### src/rtl/ro_config_controller_pkg.sv
// ro_config_controller_pkg: shared select width, oscillator count and FSM encodings
package ro_config_controller_pkg;
  localparam int SEL_W = 2;
  localparam int N_RO  = 2;
  localparam logic [2:0] S_IDLE   = 3'd0;
  localparam logic [2:0] S_DRAIN  = 3'd1;
  localparam logic [2:0] S_APPLY  = 3'd2;
  localparam logic [2:0] S_SETTLE = 3'd3;
  localparam logic [2:0] S_DONE   = 3'd4;
  function automatic int max_int(input int a, input int b);
    return a > b ? a : b;
  endfunction
endpackage

### src/rtl/ro_config_controller_cycle_timer.sv
// ro_config_controller_cycle_timer: loadable down-counter flagging the last cycle of a timed wait
module ro_config_controller_cycle_timer #(
  parameter int W = 5
) (
  input  logic         clk,
  input  logic         rst_n,
  input  logic         start,
  input  logic [W-1:0] load,
  output logic         expired
);
  logic [W-1:0] cnt;
  // load on start, then count down and park at zero
  always_ff @(posedge clk or negedge rst_n)
    if (!rst_n) cnt <= '0;
    else if (start) cnt <= load;
    else if (cnt != '0) cnt <= cnt - 1'b1;
  assign expired = cnt == W'(1);
endmodule

### src/rtl/ro_config_controller.sv
// ro_config_controller: glitch-safe select update for the two COSO ring oscillators
module ro_config_controller
  import ro_config_controller_pkg::*;
#(
  parameter int N_STAGES      = 4,
  parameter int DRAIN_CYCLES  = 4,
  parameter int SETTLE_CYCLES = 16
) (
  input  logic                              clk,
  input  logic                              rst_n,
  input  logic                              en,
  input  logic                              cfg_valid,
  output logic                              cfg_ready,
  input  logic [N_RO*SEL_W*N_STAGES-1:0]    cfg_data,
  output logic [SEL_W*N_STAGES-1:0]         sel_ro0,
  output logic [SEL_W*N_STAGES-1:0]         sel_ro1,
  output logic                              ro_enable,
  output logic                              busy,
  output logic                              cfg_done
);
  localparam int SW = SEL_W * N_STAGES;
  localparam int CW = $clog2(max_int(DRAIN_CYCLES, SETTLE_CYCLES) + 1);
  logic [2:0]      state, nxt;
  logic [2*SW-1:0] shadow;
  logic            configured, accept, start, expired;
  logic [CW-1:0]   load;
  assign cfg_ready = state == S_IDLE;
  assign accept    = cfg_valid & cfg_ready;
  assign start     = accept | (state == S_APPLY);
  assign load      = state == S_APPLY ? CW'(SETTLE_CYCLES) : CW'(DRAIN_CYCLES);
  ro_config_controller_cycle_timer #(.W(CW)) u_timer (
    .clk(clk), .rst_n(rst_n), .start(start), .load(load), .expired(expired)
  );
  // sequence: disable, drain, swap selects, settle, re-enable
  always_comb
    nxt = state == S_IDLE   ? (accept  ? S_DRAIN : S_IDLE)   :
          state == S_DRAIN  ? (expired ? S_APPLY : S_DRAIN)  :
          state == S_APPLY  ? S_SETTLE                       :
          state == S_SETTLE ? (expired ? S_DONE  : S_SETTLE) : S_IDLE;
  // state, shadow and select registers; outputs registered from next state
  always_ff @(posedge clk or negedge rst_n)
    if (!rst_n) begin
      state      <= S_IDLE;
      shadow     <= '0;
      sel_ro0    <= '0;
      sel_ro1    <= '0;
      configured <= 1'b0;
      ro_enable  <= 1'b0;
      busy       <= 1'b0;
      cfg_done   <= 1'b0;
    end else begin
      state     <= nxt;
      shadow    <= accept ? cfg_data : shadow;
      sel_ro0   <= state == S_APPLY ? shadow[SW-1:0] : sel_ro0;
      sel_ro1   <= state == S_APPLY ? shadow[2*SW-1:SW] : sel_ro1;
      configured <= configured | (state == S_APPLY);
      ro_enable <= configured & en & (nxt == S_IDLE || nxt == S_DONE);
      busy      <= nxt != S_IDLE;
      cfg_done  <= nxt == S_DONE;
    end
endmodule

### config.mk
export PLATFORM = sky130hd
export DESIGN_NAME = ro_config_controller
export DESIGN_NICKNAME = d
export VERILOG_FILES = /design/src/rtl/ro_config_controller_pkg.sv /design/src/rtl/ro_config_controller_cycle_timer.sv /design/src/rtl/ro_config_controller.sv
export SDC_FILE = /design/constraint.sdc
export NUM_CORES = 1
export LEC_CHECK = 0
export ABC_AREA = 0
export BUFFER_PORTS_ARGS = -buffer_cell sky130_fd_sc_hd__buf_4
export CAP_MARGIN = 15
export CORE_UTILIZATION = 40
export DETAILED_ROUTE_END_ITERATION = 10
export GPL_TIMING_DRIVEN = 0
export SLEW_MARGIN = 10
export SYNTH_ARGS = -nofsm -noshare
export SYNTH_HDL_FRONTEND = slang
export SYNTH_SLANG_ARGS = --single-unit
export TNS_END_PERCENT = 1
### constraint.sdc
create_clock -name clk -period 1.95 [get_ports clk]
set_clock_uncertainty 0.15 [all_clocks]
set_input_delay 0.195 -clock clk [delete_from_list [all_inputs] [get_ports clk]]
set_output_delay 0.195 -clock clk [all_outputs]
set_load 0.02 [all_outputs]
==> implementation parameters <==
Parameter                              Value

Critical path
  Largest driver fanout on the critical path    5
  Kind of end point of the critical path    flop
  Crit Reg-Reg Endpoint    u_timer.cnt[1]
  Minimum setup slack among reg-to-reg paths    190 ps
  Category of the worst setup path launch point    flop
  Launch point of the worst path    u_timer.cnt[0]
  Endpoint arrival time on the critical path    1800 ps
  Origin of the critical flop-to-flop path    u_timer.cnt[0]
  Count of cells along the worst register-to-register path    5
  Critical Path Sink    u_timer.cnt[1]
  Required time worst endpoint    1990 ps
  Class of the most critical setup path    reg -> reg

Logic synthesis
  Post-Syn Instances    120
  Number of register bits inferred by synthesis    44
  Xor/xnor cell area share of the yosys netlist    1.472%
  Synthesis warning total    0
  Area of the mapped netlist    1785 µm²
  Commonest register cell after synthesis    sky130_fd_sc_hd__dfrtp_1
  Async SR Flop Fraction    100.0%
  Share of cell area taken by muxes after synthesis    21.30%
  Library cells used by synthesis    27
  Net Count, Synth    143
  Avg Cell Area, Syn    14.88 µm²
  Count of flip-flops with a built-in enable after synthesis    0
  Dominant combinational cell family by area after synthesis    multiplexers
  Area fraction in compound gates after synthesis    2.313%
  Simple-gate share of the synthesized area    8.339%
  Post-synthesis adder-cell area fraction    2.102%
  Part of the Yosys area used for sequential elements    61.67%

Clock tree
  CTS clk-pin slew, worst paths    80 ps
  Post-CTS setup repair buffer count    0
  Clock Sink Count    44
  Clock latency at the later pin of the worst-skew pair    290 ps
  H-tree Lvls    2
  Number of clock buffers inserted by TritonCTS    5
  Max Buffers Root-to-Sink    2
  CTS root buf    sky130_fd_sc_hd__clkbuf_8
  Quantity of gates resized following cts    0
  TritonCTS clock tree    built

Floorplanning
  Initial standard-cell utilization of the core    43.09%
  DIE HEIGHT    68.81 µm
  Width of the die    68.81 µm
  Boundary pin count    40
  Area inside the core boundary    4144 µm²
  Die area    4735 µm²
  Number of standard-cell rows in the floorplan    23

Routing
  Final WL    3365 µm
  Detail-routed net length per standard cell    14.26 µm
  Vias    1152
  Iteration-0 DRC count of the detailed router    30
  Detailed-routing iteration count for the pre-antenna-repair pass    4
  ANT nets after route    0
  Detailed-route DRC error count    0
  Via/cell ratio    4.881

Finish
  Layout Utilization    58.42%
  Area Growth Syn to Fin    35.60%
  Layout cell share with drive strength beyond 1    47.31%
  Post-layout net count    208
  Antenna diode instance count    0
  Layout filler cell count    351

Global route
  Total congestion overflow after global routing    0
  All-Layer GR Usage    16.10%
  Via count of the first global-routing pass    1196
  Antenna violations before repair    0
  Largest net degree at the start of global routing    45
  Wire length of the first global-routing pass    5395 µm

Timing
  Setup repair after global routing missed its margin    no
  Count of final max-slew check failures    0
  Worst-Margin Slew    541.8 ps
  Worst slew margin    63.88%
  Final critical delay including setup and external delays    1758 ps
  Setup tns final    0 ps
  Final period util    90.16%
  Hold Vio Cnt, Final    0
  Timing-limited maximum frequency    568.8 MHz
  Setup violations, final    0

Placed design
  Detailed placer's ending HPWL    2272 µm
  Number of port buffers    39
  Final estimated routing congestion in global placement    0.6691

Worst hold path
  Worst min path class    in -> async

Pwr
  Power per unit of standard cell area    666.5 nW/µm²
  Worst supply voltage drop on vdd    0.0003881 V
  Leakage    0.001238 µW

Job
  Max-capacitance violation count    0

Run status
  Result of the run    finished, final reports clean
[how the worst min path moves through the flow]
| stage | endpoint | slack, ps | cells after the start |
|---|---|---|---|
| after CTS | ro_enable | 310 | 2 |
| after global routing | configured | 340 | 2 |
| after detailed placement | ro_enable | 80 | 1 |
| after global placement | ro_enable | 60 | 1 |
| final | ro_enable | 270 | 2 |
| after floorplan | busy | -250 | 0 |
[repair_timing]
action / 4_1_cts / 5_1_grt
hold buffers: 19 / 0
setup endpoints to repair: 0 / 0
endpoints found under the hold margin: 62 / 0
[power by group]
part	internal (µW)	switching (µW)
Clock	289	291
Combinational	73.2	45.3
Sequential	915	0.218
[cell type report]
cell class | instances | area, µm² | area share, %
multi-input combinational | 69 | 634.4 | 26.20
sequential | 44 | 1101 | 45.48
clock buffer | 8 | 90.09 | 3.721
buffer | 5 | 42.54 | 1.757
tap | 50 | 62.56 | 2.584
inverter | 2 | 7.507 | 0.3101
timing repair buffer | 58 | 483.0 | 19.95
[sequential cells by signal, indices dropped and copies added (netlist names)]
register and cells:
state 3, shadow 16, u_timer.cnt 5, configured 1, sel_ro1 8, ro_enable 1
sel_ro0 8, cfg_done 1, busy 1
[critical path, stage by stage (launching register included)]
cell and delay (ps):
sky130_fd_sc_hd__dfrtp_1 410, sky130_fd_sc_hd__inv_1 120, sky130_fd_sc_hd__ha_1 190, sky130_fd_sc_hd__nor4b_4 380
sky130_fd_sc_hd__nor2b_2 80, sky130_fd_sc_hd__a2111oi_2 320
[layer usage]
layer  global-route usage (%)  wire length, µm  vias to the layer above
li1                         -                -                      548
met1                    19.41             1466                      573
met2                    27.33             1721                       24
met3                    3.454              116                        7
met4                    7.653               60                        0
met5                        0                0                        -
[cell usage after synthesis (all sizes together), types with 2 or more instances]
master	n	area share, %
or2	2	0.70
xnor2	3	1.5
mux2i	2	1.1
nor3	5	1.7
buf	4	2.1
inv	2	0.42
nor2	6	1.3
mux2	32	20
nand2	2	0.42
ha	3	2.1
dfrtp	44	62
o31ai	2	0.84
[cells in the final DEF (no fill, tap or decap), drive strengths merged]
cell type    count
buf             43
nand3            1
o31ai            2
clkbuf           9
nand2            2
nor2b            1
nor2             6
a21oi            1
nor3b            1
nand2b           1
nor3             5
xnor2            3
dfrtp           44
dlygate4sd3     19
nor4             1
a2111oi          1
inv              2
nor4b            1
nand4            1
or2              2
mux2i            2
ha               3
and3             1
and2             1
o22ai            1
mux2            32
[metrics by stage]
step	std cells	area (µm²)	total power [µW]	setup WS, ps	hold slack [ps]
after floorplan	120	1785	969.4	149.8	-250.6
after global placement	209	2141	1020	259.9	57.46
after detailed placement	209	2141	1024	195.9	77.47
after CTS	236	2421	1633	170.7	306.8
after global routing	236	2421	1669	71.52	339.3
final	236	2421	1614	191.9	275.0
[cell families (layout without fill, tap and decap cells)]
kind of cell / count (synthesis) / after routing
DFF: 44 / 44
muxes: 34 / 34
and+or+nand+nor: 24 / 24
buffers and inverters: 7 / 73
AOI/OAI and AO/OA: 5 / 5
adders and majority gates: 3 / 3
xor gates and xnor gates: 3 / 3
Note: power is estimated with default switching activity, not from simulation.
